[config.mk]
export PLATFORM = sky130hd
export DESIGN_NAME = mac_operand_sequencer_flat
export DESIGN_NICKNAME = d
export VERILOG_FILES = /design/src/rtl/mac_pkg.sv /design/src/rtl/mac_operand_sequencer_if.sv /design/src/rtl/mac_operand_fifo.sv /design/src/rtl/mac_operand_sequencer.sv /design/src/flat_wrapper.sv
export SDC_FILE = /design/constraint.sdc
export NUM_CORES = 1
export LEC_CHECK = 0
export ABC_AREA = 1
export CORE_ASPECT_RATIO = 1.4
export CORE_UTILIZATION = 45
export CTS_CLUSTER_SIZE = 10
export DETAILED_ROUTE_END_ITERATION = 7
export PLACE_DENSITY_LB_ADDON = 0.05
export SLEW_MARGIN = 20
export SYNTH_ARGS = -nofsm -noshare
export SYNTH_HDL_FRONTEND = slang
export SYNTH_SLANG_ARGS = --single-unit
[constraint.sdc]
create_clock -name clk -period 4.1 [get_ports clk]
set_input_delay 0.82 -clock clk [delete_from_list [all_inputs] [get_ports clk]]
set_output_delay 0.82 -clock clk [all_outputs]
set_load 0.005 [all_outputs]
[src/rtl/mac_pkg.sv]
// Shared types and widths for the MAC operand sequencer and its buffer.
// Latency: n/a (declarations only).
// Backpressure: n/a.
package mac_pkg;

    localparam int OP_W  = 8;
    localparam int ACC_W = 16;

    // Sequencer states. Kept as plain constants so older tools and netlists can decode them.
    typedef logic [1:0] state_t;
    localparam state_t ST_IDLE   = 2'd0;
    localparam state_t ST_STREAM = 2'd1;
    localparam state_t ST_DRAIN  = 2'd2;
    localparam state_t ST_DONE   = 2'd3;

    // One buffered operand pair; A occupies the upper byte.
    typedef struct packed {
        logic [OP_W-1:0] a;
        logic [OP_W-1:0] b;
    } op_pair_t;

endpackage

[src/rtl/mac_operand_sequencer_if.sv]
// Host and MAC facing signals of the operand sequencer, bundled for one port connection.
// Latency: n/a (wiring only).
// Backpressure: wr_ready gates host writes, res_ready holds the result indefinitely.
interface mac_operand_sequencer_if #(
    parameter int CW = 4
);
    import mac_pkg::*;

    // Host operand write channel
    logic             wr_valid;
    logic [OP_W-1:0]  wr_a;
    logic [OP_W-1:0]  wr_b;
    logic             wr_ready;

    // Burst control
    logic             start;
    logic             busy;

    // MAC unit side
    logic             mac_en;
    logic [OP_W-1:0]  mac_a;
    logic [OP_W-1:0]  mac_b;
    logic [ACC_W-1:0] mac_c;

    // Result channel
    logic             res_valid;
    logic [ACC_W-1:0] res_data;
    logic [CW-1:0]    res_count;
    logic             res_ready;

    // Host / MAC environment: drives operands, start, the MAC result and result ready.
    modport master (
        output wr_valid, wr_a, wr_b, start, mac_c, res_ready,
        input  wr_ready, busy, mac_en, mac_a, mac_b, res_valid, res_data, res_count
    );

    // Sequencer itself.
    modport slave (
        input  wr_valid, wr_a, wr_b, start, mac_c, res_ready,
        output wr_ready, busy, mac_en, mac_a, mac_b, res_valid, res_data, res_count
    );

endinterface

[src/rtl/mac_operand_fifo.sv]
// DEPTH x W synchronous FIFO holding operand pairs between host writes and the MAC stream.
// Latency: a pushed word is visible on pop_dat from the cycle after the push (show-ahead read).
// Backpressure: push is ignored while full and pop is ignored while empty.
module mac_operand_fifo #(
    parameter int  DEPTH = 8,
    parameter int  W     = 16,
    localparam int AW    = $clog2(DEPTH),
    localparam int CW    = AW + 1
) (
    input  logic          clk,
    input  logic          reset,
    input  logic          push,
    input  logic [W-1:0]  push_dat,
    input  logic          pop,
    output logic [W-1:0]  pop_dat,
    output logic [CW-1:0] count,
    output logic          full,
    output logic          empty
);

    logic [W-1:0]  mem_q [DEPTH];
    logic [W-1:0]  mem_d [DEPTH];
    logic [AW-1:0] wr_ptr_q, wr_ptr_d;
    logic [AW-1:0] rd_ptr_q, rd_ptr_d;
    logic [CW-1:0] count_q, count_d;
    logic          push_ok;
    logic          pop_ok;

    assign full    = (count_q == CW'(DEPTH));
    assign empty   = (count_q == '0);
    assign count   = count_q;
    assign pop_dat = mem_q[rd_ptr_q];
    assign push_ok = push && !full;
    assign pop_ok  = pop && !empty;

    // Storage write and pointer/occupancy update; pointers wrap naturally since DEPTH is a power of 2.
    always_comb begin
        mem_d    = mem_q;
        wr_ptr_d = wr_ptr_q;
        rd_ptr_d = rd_ptr_q;
        count_d  = count_q;
        if (push_ok) begin
            mem_d[wr_ptr_q] = push_dat;
            wr_ptr_d        = wr_ptr_q + 1'b1;
        end
        if (pop_ok) begin
            rd_ptr_d = rd_ptr_q + 1'b1;
        end
        case ({push_ok, pop_ok})
            2'b10:   count_d = count_q + 1'b1;
            2'b01:   count_d = count_q - 1'b1;
            default: count_d = count_q;
        endcase
    end

    // Register storage and pointers; reset empties the buffer and clears stale data.
    always_ff @(posedge clk) begin
        if (reset) begin
            for (int i = 0; i < DEPTH; i++) begin
                mem_q[i] <= '0;
            end
            wr_ptr_q <= '0;
            rd_ptr_q <= '0;
            count_q  <= '0;
        end else begin
            mem_q    <= mem_d;
            wr_ptr_q <= wr_ptr_d;
            rd_ptr_q <= rd_ptr_d;
            count_q  <= count_d;
        end
    end

endmodule

[src/rtl/mac_operand_sequencer.sv]
// Buffers host operand pairs, streams them to an 8x8 MAC as one burst and returns the captured sum.
// Latency: start -> result valid after N+1 stream cycles plus DRAIN_CYC drain cycles.
// Backpressure: writes stall (wr_ready=0) when full or busy; the result is held until res_ready.
module mac_operand_sequencer
    import mac_pkg::*;
#(
    parameter int  DEPTH     = 8,
    parameter int  DRAIN_CYC = 2,
    localparam int CW        = $clog2(DEPTH) + 1
) (
    input  logic                   clk,
    input  logic                   reset,
    mac_operand_sequencer_if.slave bus
);

    localparam int            DW         = $clog2(DRAIN_CYC + 1);
    localparam logic [DW-1:0] DRAIN_LAST = DW'(DRAIN_CYC - 1);

    state_t             state_q, state_d;
    logic [CW-1:0]      n_q, n_d;            // pairs in the current burst
    logic [CW-1:0]      k_q, k_d;            // stream cycle index s0..sN
    logic [DW-1:0]      drain_q, drain_d;
    logic [ACC_W-1:0]   res_data_q, res_data_d;

    op_pair_t           wr_pair;
    op_pair_t           rd_pair;
    logic               fifo_push;
    logic               fifo_pop;
    logic               fifo_full;
    logic               fifo_empty;
    logic [CW-1:0]      fifo_count;
    logic [CW-1:0]      burst_len;
    logic               wr_ready;
    logic               operand_phase;

    // Writes are only taken while idle, so the buffer cannot change under a running burst.
    assign wr_ready  = (state_q == ST_IDLE) && !fifo_full;
    assign fifo_push = bus.wr_valid && wr_ready;
    assign wr_pair   = {bus.wr_a, bus.wr_b};

    // A write landing in the same cycle as start belongs to this burst; push never overflows N.
    assign burst_len = fifo_count + CW'(fifo_push);

    // Cycles s0..s(N-1) present one buffered pair each; sN carries no operands.
    assign operand_phase = (state_q == ST_STREAM) && (k_q < n_q) && !fifo_empty;
    assign fifo_pop      = operand_phase;

    mac_operand_fifo #(
        .DEPTH (DEPTH),
        .W     (2 * OP_W)
    ) u_fifo (
        .clk      (clk),
        .reset    (reset),
        .push     (fifo_push),
        .push_dat (wr_pair),
        .pop      (fifo_pop),
        .pop_dat  (rd_pair),
        .count    (fifo_count),
        .full     (fifo_full),
        .empty    (fifo_empty)
    );

    assign bus.wr_ready  = wr_ready;
    assign bus.busy      = (state_q != ST_IDLE);
    // Enable trails the operands by one cycle to line up with the MAC's input register stage.
    assign bus.mac_en    = (state_q == ST_STREAM) && (k_q != '0);
    assign bus.mac_a     = operand_phase ? rd_pair.a : '0;
    assign bus.mac_b     = operand_phase ? rd_pair.b : '0;
    assign bus.res_valid = (state_q == ST_DONE);
    assign bus.res_data  = res_data_q;
    assign bus.res_count = n_q;

    // Burst sequencing: latch N on start, count stream and drain cycles, capture mac_c, wait for host.
    always_comb begin
        state_d    = state_q;
        n_d        = n_q;
        k_d        = k_q;
        drain_d    = drain_q;
        res_data_d = res_data_q;
        case (state_q)
            ST_IDLE: begin
                if (bus.start && (burst_len != '0)) begin
                    n_d     = burst_len;
                    k_d     = '0;
                    state_d = ST_STREAM;
                end
            end
            ST_STREAM: begin
                if (k_q == n_q) begin
                    drain_d = '0;
                    state_d = ST_DRAIN;
                end else begin
                    k_d = k_q + 1'b1;
                end
            end
            ST_DRAIN: begin
                if (drain_q == DRAIN_LAST) begin
                    // mac_c has settled on the final sum by the end of the last drain cycle.
                    res_data_d = bus.mac_c;
                    state_d    = ST_DONE;
                end else begin
                    drain_d = drain_q + 1'b1;
                end
            end
            ST_DONE: begin
                if (bus.res_ready) begin
                    state_d = ST_IDLE;
                end
            end
            default: begin
                state_d = ST_IDLE;
            end
        endcase
    end

    // State registers; reset abandons any burst and any unread result.
    always_ff @(posedge clk) begin
        if (reset) begin
            state_q    <= ST_IDLE;
            n_q        <= '0;
            k_q        <= '0;
            drain_q    <= '0;
            res_data_q <= '0;
        end else begin
            state_q    <= state_d;
            n_q        <= n_d;
            k_q        <= k_d;
            drain_q    <= drain_d;
            res_data_q <= res_data_d;
        end
    end

endmodule

[src/flat_wrapper.sv]
// flat-port wrapper written by rule: the top's interface ports become plain ports
module mac_operand_sequencer_flat import mac_pkg::*;
#(
    parameter int  DEPTH     = 8,
    parameter int  DRAIN_CYC = 2,
    localparam int CW        = $clog2(DEPTH) + 1
)
  (clk, reset, bus_wr_valid, bus_wr_a, bus_wr_b, bus_start, bus_mac_c, bus_res_ready, bus_wr_ready, bus_busy, bus_mac_en, bus_mac_a, bus_mac_b, bus_res_valid, bus_res_data, bus_res_count);
  mac_operand_sequencer_if #(.CW(($clog2(DEPTH) + 1))) bus_i ();
  input  logic clk;
  input  logic reset;
  input wire logic [$bits(bus_i.wr_valid)-1:0] bus_wr_valid;
  input wire logic [$bits(bus_i.wr_a)-1:0] bus_wr_a;
  input wire logic [$bits(bus_i.wr_b)-1:0] bus_wr_b;
  input wire logic [$bits(bus_i.start)-1:0] bus_start;
  input wire logic [$bits(bus_i.mac_c)-1:0] bus_mac_c;
  input wire logic [$bits(bus_i.res_ready)-1:0] bus_res_ready;
  output wire logic [$bits(bus_i.wr_ready)-1:0] bus_wr_ready;
  output wire logic [$bits(bus_i.busy)-1:0] bus_busy;
  output wire logic [$bits(bus_i.mac_en)-1:0] bus_mac_en;
  output wire logic [$bits(bus_i.mac_a)-1:0] bus_mac_a;
  output wire logic [$bits(bus_i.mac_b)-1:0] bus_mac_b;
  output wire logic [$bits(bus_i.res_valid)-1:0] bus_res_valid;
  output wire logic [$bits(bus_i.res_data)-1:0] bus_res_data;
  output wire logic [$bits(bus_i.res_count)-1:0] bus_res_count;
  assign bus_i.wr_valid = bus_wr_valid;
  assign bus_i.wr_a = bus_wr_a;
  assign bus_i.wr_b = bus_wr_b;
  assign bus_i.start = bus_start;
  assign bus_i.mac_c = bus_mac_c;
  assign bus_i.res_ready = bus_res_ready;
  assign bus_wr_ready = bus_i.wr_ready;
  assign bus_busy = bus_i.busy;
  assign bus_mac_en = bus_i.mac_en;
  assign bus_mac_a = bus_i.mac_a;
  assign bus_mac_b = bus_i.mac_b;
  assign bus_res_valid = bus_i.res_valid;
  assign bus_res_data = bus_i.res_data;
  assign bus_res_count = bus_i.res_count;
  mac_operand_sequencer #(.DEPTH(DEPTH), .DRAIN_CYC(DRAIN_CYC)) u_core (.clk(clk), .reset(reset), .bus(bus_i));
endmodule
# Yosys cells after proc, flatten, opt, wreduce, memory -nomap -nowiden
# Index checks and enable logic that the tools add are counted.
op_classes:
  muxes: 20
  order_cmp: 4
  add_sub_neg: 7
  bitwise: 2
  eq_ne: 14
  reduce_logical: 24
op_table:
  columns: ["operator", "count"]
  rows:
  - ["bitwise mux 128 bit", 1]
  - ["binary-select mux 16 bit (select 3 bit)", 1]
  - ["demux 16 bit (select 3 bit)", 1]
  - ["two-way mux 16 bit", 3]
  - ["two-way mux 8 bit", 2]
  - ["case mux 4 bit (2 select lines)", 2]
  - ["two-way mux 2 bit", 6]
  - ["inequality test 2 bit (second input constant)", 5]
  - ["logical AND 1 bit", 9]
  - ["adder 4 x 1 -> 4 bit (second input constant)", 2]
  - ["greater-or-equal comparator 4 bit (second input constant)", 2]
  - ["two-way mux 4 bit", 2]
  - ["inverter 3 -> 4 bit", 2]
  - ["case mux 2 bit (4 select lines)", 1]
  - ["nonzero test 2 bit", 4]
  - ["nonzero test 4 bit", 2]
  - ["adder 3 x 1 -> 3 bit (second input constant)", 2]
  - ["equality test 2 x 1 -> 1 bit (second input constant)", 3]
  - ["equality test 2 bit (second input constant)", 3]
  - ["AND reduction 3 bit", 2]
  - ["adder 4 x 1 -> 4 bit", 1]
  - ["equality test 4 bit", 1]
  - ["equality test 4 bit (second input constant)", 1]
  - ["zero test 4 bit", 1]
  - ["10 further kinds", 12]
word_totals:
  register_bits: 166
  out_inout_bits: 40

# Logic depth before layout (Yosys ltp)
depth:
  word_depth: 9
  depth_mapped: 20
  mapped_depth_nobuf: 19

# Cells and area by module
# Synthesis repeated with hierarchy kept, for this count alone.
hier_totals:
  hier_cells: 1352
  hier_area_um2: 8688.3
by_module_without_submodules:
  columns: ["module", "seq_area_each_um2", "instances", "cells_each", "area_each_um2"]
  rows:
  - ["mac_operand_fifo", 2762.6, 1, 1128, 7123.1]
  - ["mac_operand_sequencer", 560.5, 1, 224, 1565.3]

# Least setup slack after synthesis
# OpenSTA, ideal clock, no wires.
synth_path:
  kind: "register to register"
  startpoint: "register u_core.state_q[0]"
  endpoint: "register u_core.k_q[1]"
  path_slack_ns: 1.252
  n_path_buf: 1
  path_stages_with_launch: 19
  t_arrival_ns: 2.735
  cell_sequence: "dfxtp_1 > inv_1 > ha_1 > inv_1 > a31oi_4 > nand2_4 > inv_2 > clkbuf_1 > ha_1 > ha_1 > or2_2 > nor2_1 > nand2_1 > nand2_1 > nand2_1 > nand2_1 > nand2_1 > nand2_1 > nor2_1"
synth_via:
  elab_chain_len: 8
  elab_cells_between_ends: 12
synth_rtl:
  columns: ["element", "line", "rtl"]
  rows:
  - ["from (decl)", "mac_operand_sequencer.sv:19", "state_t state_q, state_d;"]
  - ["from (signal assigned)", "mac_operand_sequencer.sv:125", "state_q <= state_d;"]
  - ["zero test 2 bit", "mac_operand_sequencer.sv:37", "assign wr_ready = (state_q == ST_IDLE) && !fifo_full;"]
  - ["logical AND 1 bit", "mac_operand_sequencer.sv:37", null]
  - ["named net bus_wr_ready", "flat_wrapper.sv:18", "output wire logic [$bits(bus_i.wr_ready)-1:0] bus_wr_ready;"]
  - ["logical AND 1 bit", "mac_operand_sequencer.sv:38", "assign fifo_push = bus.wr_valid && wr_ready;"]
  - ["adder 4 x 1 -> 4 bit", "mac_operand_sequencer.sv:42", "assign burst_len = fifo_count + CW'(fifo_push);"]
  - ["named net u_core.burst_len[1]", "mac_operand_sequencer.sv:32", "logic [CW-1:0] burst_len;"]
  - ["nonzero test 4 bit", "mac_operand_sequencer.sv:82", "if (bus.start && (burst_len != '0)) begin"]
  - ["logical AND 1 bit", "mac_operand_sequencer.sv:82", null]
  - ["inequality test 2 bit (no line)", null, null]
  - ["AND reduction 3 bit (no line)", null, null]
  - ["to (signal assigned)", "mac_operand_sequencer.sv:127", "k_q <= k_d;"]
  - ["to (decl)", "mac_operand_sequencer.sv:21", "logic [CW-1:0] k_q, k_d;"]
# The timed path passes the listed nets, and every way through them passes these cells.
# A chain may end at the register's enable or synchronous reset.

# Worst setup path in the final report
layout_path:
  startpoint: "register u_core.u_fifo.rd_ptr_q[0]"
  endpoint: "output bus_mac_b[5]"
layout_via:
  elab_chain_len: 5
layout_rtl:
  columns: ["element", "line", "rtl"]
  rows:
  - ["from (decl)", "mac_operand_fifo.sv:24", "logic [AW-1:0] rd_ptr_q, rd_ptr_d;"]
  - ["from (signal assigned)", "mac_operand_fifo.sv:68", "rd_ptr_q <= rd_ptr_d;"]
  - ["inverter 3 -> 4 bit (implied by the code)", "mac_operand_fifo.sv:32", "assign pop_dat = mem_q[rd_ptr_q];"]
  - ["binary-select mux 16 bit (select 3 bit)", "mac_operand_fifo.sv:32", null]
  - ["two-way mux 16 bit (implied by the code) (2 in a row)", "mac_operand_fifo.sv:32", null]
  - ["two-way mux 8 bit", "mac_operand_sequencer.sv:68", "assign bus.mac_b = operand_phase ? rd_pair.b : '0;"]
  - ["to (decl)", "flat_wrapper.sv:22", "output wire logic [$bits(bus_i.mac_b)-1:0] bus_mac_b;"]
# No other way between the ends. The select of a mux whose other input is x is not followed.

==> key figures <==
Layout
  • Fillers: 1880
  • Nets: 1327
  • Most frequent cells in the layout: nor2_1 (375), nand2_1 (215), dfxtp_1 (165)
  • # diodes: 0
  • Commonest non-fill, non-tap cell in the layout: nor2_1
  • Share of cells above drive strength 1: 0.06162
  • Area delta synth->final: 17.83%

Timing
  • Final min period: 3.375 ns
  • RSZ-0062 raised after global routing: no
  • Worst Skew: 0.01189 ns
  • Worst hold margin: 0.4641 ns
  • Setup-failing EPs final: 0
  • Final hold viol count: 0
  • Setup TNS: 0 ns
  • Final worst path period share: 0.8232
  • Final Max Slew Viols: 0
  • Worst-Margin Slew: 1.099 ns
  • Achievable Freq: 0.2963 GHz
  • Max_slew headroom: 0.2667

Clocking
  • TritonCTS clock tree: built
  • H-tree levels: 4
  • Clk Latency, worst-skew pair: 0.43 ns
  • Number of gates resized after CTS: 0
  • Max Root-Sink Buffers: 2
  • Post-CTS Hold Fix Bufs: 0
  • Setup bufs post-CTS: 0
  • CTS Buf Count: 17
  • CTS root buf: clkbuf_16
  • Clk slew on worst S/H paths: 0.07 ns
  • # clock sinks: 166

Global routing
  • Largest net degree at the start of global routing: 111
  • All-Layer GR Usage: 0.2578
  • Grt ovf: 0
  • Initial antenna violation count: 0
  • Met2 Track Usage GR: 0.4267
  • Vias in the first global route: 7120
  • M1 GR Usage: 0.3381
  • Most Used Layer, Global Route: met2
  • Met3 usage: 0.04953
  • First-pass GRT wire length: 37.36 mm

Synth
  • Synth Area in Simple Gates: 0.3677
  • Mapped Nets: 1291
  • Mux contribution to synthesized area: 0
  • Yosys reg bits: 166
  • Syn Std Cell Area: 8188 sq um
  • Synth Warn #: 0
  • Compound-Gate Fraction of Synth Area: 0.1105
  • Xor-xnor portion of the synthesized cell area: 0.004279
  • Largest family of logic cells by synthesized area: simple AND/OR/NAND/NOR gates
  • Syn Inst Count: 1234
  • Post-synthesis sequential area ratio: 0.4059
  • Synth unique cells: 28
  • Adder-cell share of the synthesized area: 0.03148
  • Average size of a mapped cell: 6.635 sq um

Power
  • IR drop worst, VDD: 0.3096 mV
  • P per Cell Area: 545.5 nW/um^2
  • Clock Power Share: 0.303
  • Switching share of power: 0.3715
  • Comb pwr share: 0.330
  • Net Switching: 0.001955 W
  • Internal: 0.003308 W
  • Seq pwr share: 0.366
  • Static leakage: 4.227 nW

Detailed routing
  • Vias/cell: 5.068
  • Routed len/inst: 15.14 microns
  • Vias: 7713
  • Detailed Route WL: 23.05 mm
  • Final routed DRC violation total: 0
  • First-iteration detailed-routing DRC count: 595
  • Final antenna-violating net count: 0
  • TritonRoute pass-1 iters: 5

Critical path
  • Startpoint type of the worst setup path: flip-flop
  • Reg2Reg Setup Slack: 1.17 ns
  • Number of cells on the worst reg-to-reg path: 17
  • R2R Path Start: u_core.state_q[0]
  • Critical path required time: 3.28 ns
  • Reg-to-Reg End: u_core.k_q[1]
  • Setup CP Type: flip-flop to output port
  • Arrival time at the worst endpoint: 2.56 ns
  • Crit end category: output port
  • Max FO, Critical Path: 66

Worst hold path
  • Hold Crit Depth: 2
  • Worst Hold End: u_core.u_fifo.mem_q[85]
  • Hold/Removal Path Class: flip-flop to flip-flop
  • Worst min-delay path startpoint: u_core.u_fifo.mem_q[85]

Floorplan
  • Die Area: 18750 sq um
  • Core ar.: 17920 sq um
  • Initial Utilization: 0.4568
  • Num ports: 77
  • Die height: 161.6 microns
  • Die width: 116 microns
  • FP Rows: 58

Placement
  • I/O Buffers: 76
  • RePlAce Congestion: 0.8184
  • Post-DP HPWL: 13.64 mm

Outcome
  • Outcome: completed

Job
  • Max Cap Viol: 0
-- power groups by stage --
stage	clock network [W]	registers, W	logic, W
2_1_floorplan	0	0.00193	0.00122
3_5_place_dp	0	0.00196	0.00174
5_1_grt	0.00168	0.00195	0.00198
4_1_cts	0.00162	0.00193	0.00175
6_report	0.00160	0.00193	0.00174
3_3_place_gp	0	0.00196	0.00173
-- worst max-delay path by stage --
stage / startpoint / end / slack, ns / depth (start not counted)
after global placement: bus_wr_valid / u_core.k_q[1] / 0.87 / 14
after floorplan: u_core.state_q[0] / u_core.k_q[1] / 1.25 / 18
after global routing: u_core.u_fifo.rd_ptr_q[1] / bus_mac_b[5] / 0.52 / 7
final: u_core.u_fifo.rd_ptr_q[0] / bus_mac_b[5] / 0.72 / 6
after detailed placement: bus_wr_valid / u_core.k_q[2] / 0.83 / 14
after CTS: u_core.u_fifo.rd_ptr_q[0] / bus_mac_b[0] / 0.76 / 6
-- cells in the mapped netlist (all sizes together) --
cell    number  share of area
nor3b        2         0.0018
clkinv       2        0.00092
xnor2        3         0.0032
clkbuf      43          0.020
inv         86          0.039
nor3         7          0.013
nand3b       1        0.00092
nand4        4         0.0031
o221ai      31          0.033
ha          19          0.029
nor2       393           0.19
nand3      104          0.064
nand2      216           0.10
or2          1        0.00076
dfxtp      166           0.41
fa           1         0.0024
a31oi        2         0.0034
xor2         1         0.0011
buf         31          0.020
a21oi       21          0.013
o21ai      100          0.061
-- flip-flops by register name, summed over array words and instances (netlist names) --
signal,count
u_core.u_fifo.mem_q,128
u_core.bus.res_data,16
u_core.bus.res_count,4
u_core.k_q,4
u_core.u_fifo.count,4
u_core.u_fifo.rd_ptr_q,3
u_core.u_fifo.wr_ptr_q,3
u_core.drain_q,2
u_core.state_q,2
-- critical path, stage by stage (launching register included) --
cell and delay, ns:
dfxtp_2 0.34, buf_4 0.54, o21ai_0 0.19, o221ai_1 0.36
nand2_1 0.10, nor2_1 0.10, clkdlybuf4s50_1 0.50
-- through the flow --
step / total power [W] / setup WS [ns] / util / cell area, sq um / instances
final: 0.005263 / 0.7247 / 0.5383 / 9648 / 1522
after global routing: 0.005612 / 0.5155 / 0.5383 / 9648 / 1522
after CTS: 0.005299 / 0.7637 / 0.5383 / 9648 / 1522
after detailed placement: 0.003701 / 0.8293 / 0.5059 / 9069 / 1491
after global placement: 0.003691 / 0.8697 / 0.5059 / 9069 / 1491
after floorplan: 0.003157 / 1.252 / - / 8188 / 1234
-- kinds of logic (layout without fill, tap and decap cells) --
group | count (synthesis) | in the layout
fa+ha+maj | 20 | 20
xor+xnor | 4 | 4
flops | 166 | 166
simple gates | 728 | 728
compound gates | 154 | 154
buf+inv | 162 | 210
-- layer usage --
metal | up-vias | routed length (microns)
met3 | 22 | 1137
li1 | 4002 | -
met5 | - | 0
met4 | 0 | 304
met1 | 3529 | 10450
met2 | 160 | 11150
-- final cells by class --
class	instances	area (sq um)	area share
Clock buffer	17	425.4	0.04409
Timing Repair Buffer	91	898.4	0.09311
Sequential cell	166	3324	0.3446
Inverter	88	332.8	0.03450
Multi-Input combinational cell	906	4213	0.4366
Clock inverter	14	153.9	0.01595
Tap cell	240	300.3	0.03112
(Power assumes the default switching activity.)
